===== src/rtl/midi_pkg.sv =====
// Shared types and constants for the MIDI voice blocks.
// Latency: n/a (package only).
// Backpressure: n/a (package only).
//
// Contents: voice state encoding, default accumulator width, MIDI field
// widths and the square-wave sample helper.
package midi_pkg;

  localparam int ACC_W_DEF = 24;  // default DDS accumulator / increment width
  localparam int NOTE_W    = 7;   // MIDI note number width
  localparam int VEL_W     = 7;   // MIDI velocity width
  localparam int WAVE_W    = 8;   // signed output sample width

  typedef enum logic [1:0] {
    IDLE    = 2'd0,
    LOOKUP  = 2'd1,
    PLAY    = 2'd2,
    RELEASE = 2'd3
  } voice_state_t;

  // Square sample: positive half when the phase MSB is clear. amp never
  // exceeds 127, so the negation cannot overflow the signed byte.
  function automatic logic signed [WAVE_W-1:0] square_sample(
    input logic             phase_msb,
    input logic [VEL_W-1:0] amp
  );
    logic signed [WAVE_W-1:0] mag;
    mag = $signed({1'b0, amp});
    return phase_msb ? -mag : mag;
  endfunction

endpackage


===== src/rtl/midi_voice_env.sv =====
// Release envelope: velocity-loaded amplitude with a linear, divided decay.
// Latency: amp updates one clock after load/step; done is combinational.
// Backpressure: none; every load/start/step is taken in the cycle it is seen.
//
// Ports:
//   clk, rst_n   clock and asynchronous active-low reset
//   load         note-on: amp <= load_amp, divider cleared (highest priority)
//   load_amp     velocity to load
//   start        entering release: divider cleared
//   step         one sample strobe while releasing
//   amp          current amplitude
//   done         high when this step leaves the amplitude at zero
module midi_voice_env
  import midi_pkg::*;
#(
  parameter int RELEASE_DIV = 64
) (
  input  logic             clk,
  input  logic             rst_n,
  input  logic             load,
  input  logic [VEL_W-1:0] load_amp,
  input  logic             start,
  input  logic             step,
  output logic [VEL_W-1:0] amp,
  output logic             done
);

  // A divide-by-one still needs a 1-bit counter that simply stays at zero.
  localparam int CNT_W = (RELEASE_DIV > 1) ? $clog2(RELEASE_DIV) : 1;
  localparam logic [CNT_W-1:0] CNT_MAX = CNT_W'(RELEASE_DIV - 1);

  logic [CNT_W-1:0] rel_cnt;
  logic             wrap;

  assign wrap = (rel_cnt == CNT_MAX);

  // Releasing ends either when amp is already zero or when the final
  // decrement from 1 happens on this strobe.
  assign done = step && ((amp == '0) || (wrap && (amp == VEL_W'(1))));

  always_ff @(posedge clk or negedge rst_n) begin
    if (!rst_n) begin
      amp     <= '0;
      rel_cnt <= '0;
    end else if (load) begin
      amp     <= load_amp;
      rel_cnt <= '0;
    end else if (start) begin
      rel_cnt <= '0;
    end else if (step) begin
      if (wrap) begin
        rel_cnt <= '0;
        if (amp != '0) begin
          amp <= amp - 1'b1;
        end
      end else begin
        rel_cnt <= rel_cnt + 1'b1;
      end
    end
  end

endmodule


===== src/rtl/midi_voice_dds.sv =====
// Monophonic MIDI voice: note events -> table lookup -> DDS square/saw with release.
// Latency: accepted note-on reaches PLAY 2 clocks later; o_wave registered on i_smp_en.
// Backpressure: o_ev_ready low only during the single LOOKUP cycle.
//
// Ports:
//   i_clk, i_res_n          clock, asynchronous active-low reset
//   i_smp_en                sample strobe; DDS and envelope advance only on it
//   i_ev_valid/o_ev_ready   event handshake; i_ev_on/i_ev_note/i_ev_vel payload
//   o_tbl_note/i_tbl_val    registered note out to the external increment
//                           table, combinational increment back
//   o_wave                  signed 8-bit sample
//   o_active                high while a note is sounding or being looked up
//
// Build option: define MIDI_VOICE_SAW_EN for a velocity-scaled sawtooth
// instead of the square wave (adds an 8x8 multiplier).
module midi_voice_dds
  import midi_pkg::*;
#(
  parameter int ACC_W       = ACC_W_DEF,
  parameter int RELEASE_DIV = 64
) (
  input  logic                     i_clk,
  input  logic                     i_res_n,
  input  logic                     i_smp_en,
  input  logic                     i_ev_valid,
  output logic                     o_ev_ready,
  input  logic                     i_ev_on,
  input  logic [NOTE_W-1:0]        i_ev_note,
  input  logic [VEL_W-1:0]         i_ev_vel,
  output logic [NOTE_W-1:0]        o_tbl_note,
  input  logic [ACC_W-1:0]         i_tbl_val,
  output logic signed [WAVE_W-1:0] o_wave,
  output logic                     o_active
);

  voice_state_t state;
  voice_state_t state_nxt;

  logic [ACC_W-1:0]         phase;
  logic [ACC_W-1:0]         inc;
  logic [NOTE_W-1:0]        cur_note;
  logic [VEL_W-1:0]         amp;
  logic                     env_done;

  logic                     ev_fire;
  logic                     ev_note_on;
  logic                     ev_note_off;
  logic                     rel_start;
  logic                     sounding;
  logic signed [WAVE_W-1:0] wave_nxt;

  // ---------------------------------------------------------------------
  // Event decode. A note-on with zero velocity is a note-off.
  // ---------------------------------------------------------------------
  assign o_ev_ready  = (state != LOOKUP);
  assign o_active    = (state != IDLE);
  assign ev_fire     = i_ev_valid && o_ev_ready;
  assign ev_note_on  = ev_fire && i_ev_on && (i_ev_vel != '0);
  assign ev_note_off = ev_fire && !ev_note_on;
  // Only the note currently playing can be released; everything else is
  // accepted and dropped.
  assign rel_start   = ev_note_off && (state == PLAY) && (i_ev_note == cur_note);
  assign sounding    = (state == PLAY) || (state == RELEASE);

  // ---------------------------------------------------------------------
  // Envelope
  // ---------------------------------------------------------------------
  midi_voice_env #(
    .RELEASE_DIV (RELEASE_DIV)
  ) u_env (
    .clk      (i_clk),
    .rst_n    (i_res_n),
    .load     (ev_note_on),
    .load_amp (i_ev_vel),
    .start    (rel_start),
    .step     (i_smp_en && (state == RELEASE)),
    .amp      (amp),
    .done     (env_done)
  );

  // ---------------------------------------------------------------------
  // FSM. Events take priority over the envelope finishing on the same
  // cycle, so a retrigger during the last release strobe still plays.
  // ---------------------------------------------------------------------
  always_ff @(posedge i_clk or negedge i_res_n) begin
    if (!i_res_n) begin
      state <= IDLE;
    end else begin
      state <= state_nxt;
    end
  end

  always_comb begin
    state_nxt = state;
    case (state)
      IDLE: begin
        if (ev_note_on) state_nxt = LOOKUP;
      end
      LOOKUP: begin
        state_nxt = PLAY;
      end
      PLAY: begin
        if (ev_note_on)     state_nxt = LOOKUP;
        else if (rel_start) state_nxt = RELEASE;
      end
      RELEASE: begin
        if (ev_note_on)    state_nxt = LOOKUP;
        else if (env_done) state_nxt = IDLE;
      end
      default: state_nxt = IDLE;
    endcase
  end

  // ---------------------------------------------------------------------
  // Sample generation from the pre-update phase and amplitude.
  // ---------------------------------------------------------------------
`ifdef MIDI_VOICE_SAW_EN
  logic signed [WAVE_W-1:0]   saw_top;
  logic signed [2*WAVE_W-1:0] saw_prod;

  assign saw_top  = $signed(phase[ACC_W-1 -: WAVE_W]);
  assign saw_prod = saw_top * $signed({1'b0, amp});
  // Scale back by 2^7 with an arithmetic shift; |result| <= 127 fits a byte.
  assign wave_nxt = WAVE_W'(saw_prod >>> 7);
`else
  assign wave_nxt = square_sample(phase[ACC_W-1], amp);
`endif

  // ---------------------------------------------------------------------
  // Datapath registers
  // ---------------------------------------------------------------------
  always_ff @(posedge i_clk or negedge i_res_n) begin
    if (!i_res_n) begin
      phase      <= '0;
      inc        <= '0;
      cur_note   <= '0;
      o_tbl_note <= '0;
      o_wave     <= '0;
    end else begin
      if (ev_note_on) begin
        cur_note   <= i_ev_note;
        o_tbl_note <= i_ev_note;
      end

      // The table answers combinationally for the note registered last cycle.
      if (state == LOOKUP) begin
        inc <= i_tbl_val;
      end

      // A fresh note starts at phase 0; a retrigger keeps the phase running
      // so there is no click. A strobe coinciding with a retrigger still
      // advances by the old increment.
      if (ev_note_on && (state == IDLE)) begin
        phase <= '0;
      end else if (i_smp_en && sounding) begin
        phase <= phase + inc;
      end

      // LOOKUP holds the last sample to avoid a gap between notes.
      if (i_smp_en) begin
        if (sounding) begin
          o_wave <= wave_nxt;
        end else if (state == IDLE) begin
          o_wave <= '0;
        end
      end
    end
  end

endmodule


===== config.mk =====
export PLATFORM = sky130hd
export DESIGN_NAME = midi_voice_dds
export DESIGN_NICKNAME = d
export VERILOG_FILES = /design/src/rtl/midi_pkg.sv /design/src/rtl/midi_voice_env.sv /design/src/rtl/midi_voice_dds.sv
export SDC_FILE = /design/constraint.sdc
export NUM_CORES = 1
export LEC_CHECK = 0
export ABC_AREA = 1
export CAP_MARGIN = 5
export CORE_MARGIN = 5
export CORE_UTILIZATION = 53
export CTS_BUF_LIST = sky130_fd_sc_hd__clkbuf_4
export CTS_CLUSTER_DIAMETER = 150
export DETAILED_ROUTE_END_ITERATION = 8
export GPL_TIMING_DRIVEN = 1
export PLACE_DENSITY = 0.81
export SLEW_MARGIN = 20
export SYNTH_ARGS = -nofsm -noshare
export SYNTH_HDL_FRONTEND = slang
export SYNTH_SLANG_ARGS = --single-unit

===== constraint.sdc =====
create_clock -name i_clk -period 1.84 [get_ports i_clk]
set_input_delay 0.184 -clock i_clk [delete_from_list [all_inputs] [get_ports i_clk]]
set_output_delay 0.184 -clock i_clk [all_outputs]
set_load 0.005 [all_outputs]

Word level (Yosys, flattened, before mapping). Index checks and enable logic that the tools add are counted.

$add $sub $neg: 4. Eq/ne operators: 11. Mux-type cells: 20. Reductions and logical operators: 28.

Operators with widths (number): $mux 24 (2); $mux 7 (5); $add 24x24->24 (1); $mux 6 (4); $mux 8 (3); $reduce_bool 7->1 (2); $reduce_bool 2->1 (6); $logic_and 1x1->1 (11); $mux 2 (5); $neg 7->8 (1); $pmux 2 s4 (1); $eq 7x1->1 const B (1); $eq 7x7->1 (1); $logic_not 7->1 (1); $sub 7x1->7 const B (1); $add 6x1->6 const B (1); $eq 6x6->1 const B (1); $ne 3x3->1 const B (2); $eq 2x2->1 const B (2); $ne 2x2->1 const B (2); $reduce_and 4->1 (1); $reduce_and 3->1 (1); $reduce_bool 3->1 (1); $eq 2x1->1 const B (1); other kinds (5) (6).

Register bits: 78. Input port bits: 43. Word-level logic and storage cells: 70.

Longest topological paths before layout. Gate-level depths: netlist of run 1.

Word-level depth: 11. Depth in mapped cells: 13. Mapped depth without buffers: 13.

Hierarchy. From an unflattened synthesis of run 1, not the netlist that was laid out.

Cell total of the unflattened synthesis: 805. Area, all modules: 5434.0 sq um.

Modules (own cells, without submodules): midi_voice_dds (times used 1, cells an instance 679, area an instance 4544.4 sq um, seq. area each 1626.6 sq um); midi_voice_env (times used 1, cells an instance 126, area an instance 889.6 sq um, seq. area each 325.3 sq um).

Worst setup path before layout of run 1. Ideal clock, no wire load.

Path type: reg2reg. Start: register phase[0]. End: register phase[12]. Setup time: 118 ps. Arrival: 1661 ps. Data required time: 1722 ps. Path slack: 61 ps. Cell stages (with the launch flop): 14. Buffers on the path: 0. Cell sequence: dfrtp_1 ha_1 inv_1 fa_1 inv_1 nand3_1 nand3_1 nand3_1 nand2_1 nand2_1 nand2_1 nand2_1 nand3_1 nand2_1.

Longest elaborated chain between the ends: 3.

Ends and longest elaborated chain: start: declaration (RTL line midi_voice_dds.sv:39) `logic [ACC_W-1:0] phase;`; start signal: assignment (RTL line midi_voice_dds.sv:156) `phase <= phase + inc;`; $add 24x24->24 (RTL line midi_voice_dds.sv:156); $mux 24 (RTL line midi_voice_dds.sv:155) `end else if (i_smp_en && sounding) begin`; $mux 24 (RTL line midi_voice_dds.sv:153) `if (ev_note_on && (state == IDLE)) begin`.

Every way passes these cells. The select of a mux whose other input is x is not followed. A chain may end at the register's enable or synchronous reset.

Worst setup path in the final report of run 1.
Start: register phase[3]. End: register phase[6].

Same word-level chain as after synthesis.

==> out/qor.csv, run 1 <==
metric,value,unit
status,"finished, final reports clean",
place_ws,-0.005601,ns
grt_pass1_vias,5205,
netlist_instances,783,
overflow,0,
path_max_fanout,5,
pwr-share-comb,0.642,
drc_errors,0,
hold_violations,0,
irDropWorstVdd,821.8,µV
clockBufferDepth,2,
synth_top_cell_by_area,dfrtp_1,
numCtsBuffers,9,
vias,5195,
clock_sink_count,78,
fmax,549.7,MHz
avgSynthCellArea,6.692,µm²
drt-total-wl,14400,µm
clkSlewWorstSetupHoldPaths,0.15,ns
synthDistinctLibCells,35,
met3_length,734,µm
grt_pass1_wl,23570,µm
drt_iter0_drc,261,
power.leakage,3.574,nW
muxShareOfSynthArea,0,
nets,955,
finalSetupViolCount,0,
cts_tree,done,
grt_setup_unrepaired,true,
synthSimpleGateAreaFrac,0.3641,
grt_max_degree,48,
p_int,6.421,mW
synth_area_leaders,"dfrtp_1, nand2_1, inv_1, ha_1, nand3_1",
synth_common_cells,"nand2_1, inv_1, dfrtp_1, nor2_1, nand3_1",
coreArea,0.009729,mm²
layout-drive-gt1-share,0.1507,
place_hpwl,10450,µm
tightestPinTransition,0.4729,ns
fp.dieH,109.4,µm
finClkSkew,0.02003,ns
synth_adder_area_share,0.06829,
wl_met1,6026,µm
diodes,0,
syn_nets,854,
worst_slack,0.02087,ns
htree_levels,3,
routabilityCongestion,0.9022,
ys_ff_latch,78,
die_area,0.01197,mm²
dr.max_layer_used,met4,
wl_per_cell,14.09,µm
powerDensity,1780,mW/mm²
cts_root_buffer,clkbuf_4,
critPathCaptureType,flip-flop,
sequentialPowerShare,0.256,
clkPwrFrac,0.102,
ys_seq_area_frac,0.3725,
power.total,12.15,mW
synth.most_common_cell,nand2_1,
syn_area,0.005240,mm²
post-route-util,0.7019,
met2_length,7177,µm
ant_nets,0,
syn2layout_area_growth,30.32,%
io_pins,60,
cp-start-kind,flip-flop,
synth_top_area_frac,0.3725,
ys_warn_count,0,
synthFlopType,dfrtp_1,
ys_async_sr_fraction,1.000,
placementRows,36,
hp-class,in2async,
port_buffers,59,
clk_latency,0.50,ns
place_inst,996,
detail_route.first_pass.iterations,5,
synth_compound_area_frac,0.07163,
cp.required,2.21,ns
synth_edf_count,0,
critPathArrivalTime,2.19,ns
finalCriticalPeriod,1.819,ns
die_w,109.4,µm
p_sw,5.733,mW
synth_xor_area_frac,0.03176,
synth_top_family_by_area,simple AND/OR/NAND/NOR gates,
path_class,reg2reg,
drv_slew,0,
antenna_found_initial,0,
max-slew-margin-rel,0.6847,
finalSetupTns,0,ns
grt.total_usage,0.2516,
routed_via_density,5.083,
drv_cap,0,
final_cells,1022,
post-route-period-util,0.9887,
sw_frac_of_total,0.4717,
initial_utilization,0.5386,
[metrics by stage]
step                area [µm²]  hold WS (ns)
finish                    6829        0.1746
detailed placement        6215        0.1693
global placement          6215        0.1617
floorplan                 5240       -0.1116
CTS                       6412        0.1492
global route              6829        0.1929
[power groups by stage]
stage          combinational, mW  sequential, mW  clock (mW)
2_1_floorplan               4.49            2.85           0
3_3_place_gp                6.54            2.94           0
3_5_place_dp                6.68            2.99           0
4_1_cts                     6.76            2.95        1.27
5_1_grt                     8.77            3.19        1.33
6_report                    7.81            3.11        1.24
[layout make-up]
| type | count | area (µm²) |
|---|---|---|
| clock buffers | 9 | 67.56 |
| clock inverters | 7 | 97.59 |
| fillers | 848 | 2900 |
| inverters | 106 | 400.4 |
| multi-input cells | 585 | 3179 |
| flip-flops and latches | 78 | 1953 |
| well taps | 133 | 166.4 |
| repair buffers | 104 | 964.7 |
[state kept, by name, indices dropped and copies added (netlist names)]
register and cells:
inc 24, phase 24, o_wave 8, cur_note 7, u_env.amp 7, u_env.rel_cnt 6, state 2
[per-layer routing]
layer,vias to the layer above,track usage
li1,2649,-
met1,2371,0.2978
met2,139,0.4394
met3,36,0.05167
met4,0,0.1113
met5,-,0
[what timing repair did]
item,4_1_cts,5_1_grt
endpoints found under the hold margin,31,0
setup endpoints to repair,8,20
pin swaps,0,14
gates resized for setup,6,66
setup buffers,1,8
hold buffers,1,0
[worst paths after layout]
path	from	end	slack, ns	cells past startpoint
max	phase[3]	phase[6]	0.02	9
min	i_res_n	inc[18]	0.17	2
max reg2reg	phase[3]	phase[6]	0.02	9
min reg2reg	inc[18]	inc[18]	0.50	2
max in group asynchronous	i_res_n	state[0]	1.04	3
min in group i_clk	i_tbl_val[18]	inc[18]	0.20	3
[layout by cell type, fill, tap and decap left out, types with 7 or more instances in the layout]
| master | instances |
|---|---|
| clkdlybuf4s50_1 | 57 |
| ha_1 | 11 |
| inv_1 | 100 |
| nor2_1 | 48 |
| dfrtp_1 | 77 |
| nand3_1 | 36 |
| o21ai_0 | 29 |
| o21ai_1 | 9 |
| nand4_1 | 11 |
| nand2_2 | 18 |
| clkbuf_4 | 9 |
| buf_4 | 42 |
| ha_4 | 15 |
| xor2_1 | 14 |
| nand2_1 | 317 |
| nand3_2 | 7 |
| nor2_2 | 11 |
| a21oi_1 | 18 |
[logic make-up (layout without fill, tap and decap cells)]
| kind of cell | Yosys count | in the layout |
|---|---|---|
| adders and majority gates | 28 | 28 |
| AOI/OAI and AO/OA | 69 | 69 |
| and+or+nand+nor | 469 | 469 |
| DFF | 78 | 78 |
| xor gates and xnor gates | 19 | 19 |
| buffers and inverters | 120 | 226 |
[worst max-delay path, stage by stage, from the launching register on]
cell and delay [ns]:
dfrtp_1 0.45, ha_4 0.31, buf_4 0.12, nand2_1 0.04, nor2_1 0.24, nand2_2 0.12
nand3_4 0.10, buf_4 0.12, xnor2_1 0.12, o21ai_1 0.09
(Power assumes the default switching activity.)
==> inputs of run 2 (changes only) <==
--- a/config.mk
+++ b/config.mk
@@ -7,13 +7,14 @@
 export LEC_CHECK = 0
 export ABC_AREA = 1
 export CAP_MARGIN = 5
+export CORE_ASPECT_RATIO = 0.9
 export CORE_MARGIN = 5
 export CORE_UTILIZATION = 53
 export CTS_BUF_LIST = sky130_fd_sc_hd__clkbuf_4
 export CTS_CLUSTER_DIAMETER = 150
 export DETAILED_ROUTE_END_ITERATION = 8
 export GPL_TIMING_DRIVEN = 1
-export PLACE_DENSITY = 0.81
+export PLACE_DENSITY = 0.76
 export SLEW_MARGIN = 20
 export SYNTH_ARGS = -nofsm -noshare
 export SYNTH_HDL_FRONTEND = slang
==> run 2 against run 1 <==
Compared with the run above:
- combinational power down 2.7%
- clock power about the same
- utilization up 0.31 points
- cell count down 1.5%
- maximum frequency up 0.28%
- highest routed layer unchanged
- critical path depth up 2
- clock skew down 0.0017 ns
- via count up 1.3%
- non-clock buffer count down 8
- sequential power about the same
- sequential share of layout area up 0.089 points
- hold slack worse by 0.0014 ns
==> out/qor.csv, run 2 (synthesis gave the netlist of run 1 again) <==
metric,value,unit
status,"finished, final reports clean",
design_area,0.006808,mm²
htree_levels,3,
layout-drive-gt1-share,0.1476,
post-route-period-util,0.9859,
post-route-util,0.7050,
die_area,0.01198,mm²
path_max_fanout,3,
critPathCaptureType,flip-flop,
power.leakage,3.554,nW
n_fill_cell,800,
grt_max_degree,50,
reg_top3,"inc: 24 flops, phase: 24 flops, o_wave: 8 flops",
tightestPinTransition,0.4186,ns
regToRegSetupSlack,0.03,ns
drv_cap,0,
routed_via_density,5.226,
cts_tree,done,
irDropWorstVdd,770.1,µV
fmax,551.2,MHz
place_hpwl,10370,µm
vias,5263,
cts_root_buffer,clkbuf_4,
antenna_found_initial,0,
initial_utilization,0.5426,
area.sequential,0.001953,mm²
critPathArrivalTime,2.18,ns
drc_errors,0,
die_w,114.8,µm
overflow,0,
clockBufferDepth,2,
grt_pass1_vias,5142,
grt_setup_unrepaired,true,
finalSetupViolCount,0,
hp-class,in2async,
place_area,0.006146,mm²
multiInputGateArea,0.003218,mm²
port_buffers,59,
grt_pass1_wl,23360,µm
coreArea,0.009657,mm²
cp.required,2.20,ns
clock_sink_count,78,
clk_latency,0.46,ns
routabilityCongestion,0.9555,
powerDensity,1760,mW/mm²
r2r-start,phase[0],
ant_nets,0,
clkSlewWorstSetupHoldPaths,0.14,ns
diodes,0,
drt_iter0_drc,265,
finClkSkew,0.01836,ns
rr_endpoint,phase[8],
max-slew-margin-rel,0.7209,
hold_violations,0,
wl_per_cell,14.17,µm
finalCriticalPeriod,1.814,ns
numCtsBuffers,9,
placementRows,34,
path_class,reg2reg,
fp.dieH,104.3,µm
cp-start-kind,flip-flop,
nets,947,
reg2reg_depth,11,
drt-total-wl,14270,µm
grt.total_usage,0.2397,
io_pins,60,
drv_slew,0,
detail_route.first_pass.iterations,5,
final_cell_mix,"nand2_1, inv_1, dfrtp_1, clkdlybuf4s50_1, nor2_1",
syn2layout_area_growth,29.92,%
final_common_cell,nand2_1,
run 2: cell types whose count changed in the layout (fill, tap and decap cells not counted), sizes merged:
cell	delta
buf	-8
clkinv	-2
clkbuf	+1
clkdlybuf4s50	+1
dlygate4sd2	-1
inv	+1
run 2: per-stage QoR:
step	instances	TNS (ns)	setup slack (ns)	power [mW]	hold WS (ns)
after floorplan	783	0	0.06079	7.340	-0.1116
after global placement	981	0	0.01996	9.207	0.1405
after detailed placement	981	-0.1272	-0.05532	9.400	0.1552
after CTS	1000	0	0.0004252	10.77	0.1673
after global routing	1007	-0.7039	-0.1051	13.09	0.2001
final	1007	0	0.02590	11.98	0.1732
run 2: area by class of cell:
type	count	area share
repair buffers	96	0.1336
clock buffers	10	0.01103
multi-input cells	585	0.4727
flip-flops and latches	78	0.2869
inverters	106	0.05881
well taps	126	0.02316
clock inverters	6	0.01378
run 2: repair_timing:
item	4_1_cts	5_1_grt
buffers inserted	3	7
endpoints found under the hold margin	29	0
pin swaps	1	14
gates cloned	0	0
resized for setup	6	72
endpoints found under the setup margin	8	20
hold buffers	1	0
run 2: worst max-delay path, stage by stage (launching register included):
cell     delay [ns]
dfrtp_1        0.38
ha_2           0.19
inv_2          0.04
fa_2           0.36
inv_2          0.10
nand3_4        0.08
nand3_4        0.08
nand3_2        0.07
nand2_2        0.11
buf_4          0.12
xnor2_1        0.12
o21ai_1        0.08
run 2: report_power, final:
group / switching, mW / total (mW) / internal (mW)
Sequential: 0.677 / 3.13 / 2.45
Clock: 0.672 / 1.25 / 0.578
Combinational: 4.34 / 7.60 / 3.26
Total: 5.69 / 12.0 / 6.29
run 2: layer usage:
metal  vias to the layer above  part of all wire  wire length [µm]  global-route usage
met5                         -                 0                 0                   0
met4                         0             0.019               268             0.08718
li1                       2630                 -                 -                   -
met1                      2449              0.44              6313              0.3132
met3                        30             0.051               721             0.05003
met2                       154              0.49              6970              0.3899
run 2: how the worst max path moves through the flow:
stage | from | slack (ns) | to
2_1_floorplan | phase[0] | 0.06 | phase[12]
3_3_place_gp | phase[0] | 0.02 | phase[16]
3_5_place_dp | phase[0] | -0.06 | phase[16]
4_1_cts | phase[4] | 0.0004 | phase[15]
5_1_grt | inc[11] | -0.11 | phase[22]
6_report | phase[0] | 0.03 | phase[8]
==> RTL edit 1: new RTL, settings of run 2 <==
Build with the macro `MIDI_VOICE_SAW_EN` defined.
--- a/src/rtl/midi_voice_dds.sv
+++ b/src/rtl/midi_voice_dds.sv
@@ -13,6 +13,8 @@
 //
 // Build option: define MIDI_VOICE_SAW_EN for a velocity-scaled sawtooth
 // instead of the square wave (adds an 8x8 multiplier).
+`define MIDI_VOICE_SAW_EN
+
 module midi_voice_dds
   import midi_pkg::*;
 #(
Check against the original RTL: not equivalent (Yosys sat finds a counterexample within 4 cycles, from zero or initial values).
==> RTL edit 1 against run 2 <==
The run now ends with setup timing left. Setup slack worse by 2.1 ns. Design area is 48% higher. Area after synthesis is 43% higher. Sequential cell count stayed put. Non-clock buffer count is 62 higher. Critical path depth is 7 higher. Utilization is 1.6 points higher. Largest cell class unchanged. Fmax is 54% lower. Wire length is 40% higher. Via count is 44% higher.
Power is not shown: default switching activity piles up to over one toggle a cycle in this logic, so the estimate is an artifact.
==> RTL edit 1: results (changes against run 2) <==
* Status: finished, violations left (was complete, no violations)
* Failing checks: setup timing
* Dpl hpwl at 14.4 mm (was 10.4 mm)
* Largest net degree at the start of global routing at 34 (was 50)
* Max Clock Skew at 0.0238 ns (was 0.0184 ns)
* Nets at 1410 (was 947)
* Cells on worst reg2reg path at 18 (was 11)
* Non-clk buf share at 14.1% (was 13.4%)
* Layout cell share with drive strength beyond 1 at 22.7% (was 14.8%)
* DR vias/cell at 5.15 (was 5.23)
* Sequential cell area fraction in the yosys report at 26.1% (was 37.2%)
* Port bufs at 59 (unchanged)
* Synth top area cells: dfrtp_1, nand2_1, fa_1 (was dfrtp_1, nand2_1, inv_1)
* Global-route wire length before repair at 32.2 mm (was 23.4 mm)
* DRT Wirelength at 20.0 mm (was 14.3 mm)
* 1st-iter DRT viols at 552 (was 265)
* Fraction of area in multi-input gates at 54.0% (was 47.3%)
* Crit path max-delay cell type: fa_2 (was dfrtp_1)
* CP peak stage delay at 0.63 ns (was 0.38 ns)
* Worst hold margin at 0.148 ns (was 0.173 ns)
* Most frequent cells after synthesis: nand2_1, inv_1, dfrtp_1, nor2_1, ha_1 (was nand2_1, inv_1, dfrtp_1, nor2_1, nand3_1)
* Tot GR Track Use at 23.8% (was 24.0%)
* Reg-to-Reg Start: u_env.amp[2]$_DFFE_PN0P_ (was phase[0]$_DFFE_PN0P_)
* Non-clk invs at 223 (was 106)
* Non-clock buffers at 158 (was 96)
* Clock-cell share at 1.47% (was 2.48%)
* Setup-failing EPs final at 11 (was 0)
* Crit path to: o_wave[7]$_DFFE_PN0P_ (was phase[8]$_DFFE_PN0P_)
* Syn Area/Cell at 6.65 um2 (was 6.69 um2)
* Worst slew margin at 70.5% (was 72.1%)
* Synth Area in Compound Gates at 5.30% (was 7.16%)
* Synth cell types at 39 (was 35)
* Fillers at 1111 (was 800)
* CP max FO at 4 (was 3)
* Setup ws final at -2.12 ns (was 0.0259 ns)
* Initial antenna violation count at 1 (was 0)
* Synth Area in XOR/XNOR at 1.64% (was 3.18%)
* Syn_nets at 1266 (was 854)
* ANT cells at 1 (was 0)
* Multi-In Gates at 800 (was 585)
* Vias in the first global route at 7174 (was 5142)
* Register-to-Register Setup Slack at -2.12 ns (was 0.03 ns)
* Critical path arrival at 4.36 ns (was 2.18 ns)
* Routability Congestion at 0.934 (was 0.956)
* Area share of fa/ha/maj cells after synthesis at 20.6% (was 6.83%)
* Fin cells at 1469 (was 1007)
* Worst-skew pair later-pin latency at 0.50 ns (was 0.46 ns)
* Clock buf count at 9 (was 10)
[RTL edit 1: metrics by stage]
stage	setup TNS, ns	utilization (%)	worst slack [ns]	area [um2]
after floorplan	-14.60	-	-1.94	7630
after global placement	-16.51	63.7	-2.02	8890
after detailed placement	-17.78	63.7	-2.21	8890
after CTS	-15.73	67.1	-2.11	9360
after global routing	-18.28	72.0	-2.32	10100
final	-15.91	72.0	-2.12	10100
[RTL edit 1: layer usage]
| layer | vias up | track usage, % | share of wire, % |
|---|---|---|---|
| met2 | 258 | 38.9 | 46 |
| met3 | 34 | 5.04 | 6.3 |
| met5 | - | 0 | 0 |
| li1 | 3698 | - | - |
| met1 | 3570 | 32.5 | 46 |
| met4 | 0 | 6.17 | 1.8 |
[RTL edit 1: timing repair]
action | in CTS | in global routing
setup endpoints to repair | 30 | 46
hold buffers | 1 | 0
pin swaps | 31 | 72
endpoints found under the hold margin | 56 | 0
resized for setup | 53 | 155
buffers inserted | 12 | 12
cloned | 1 | 1
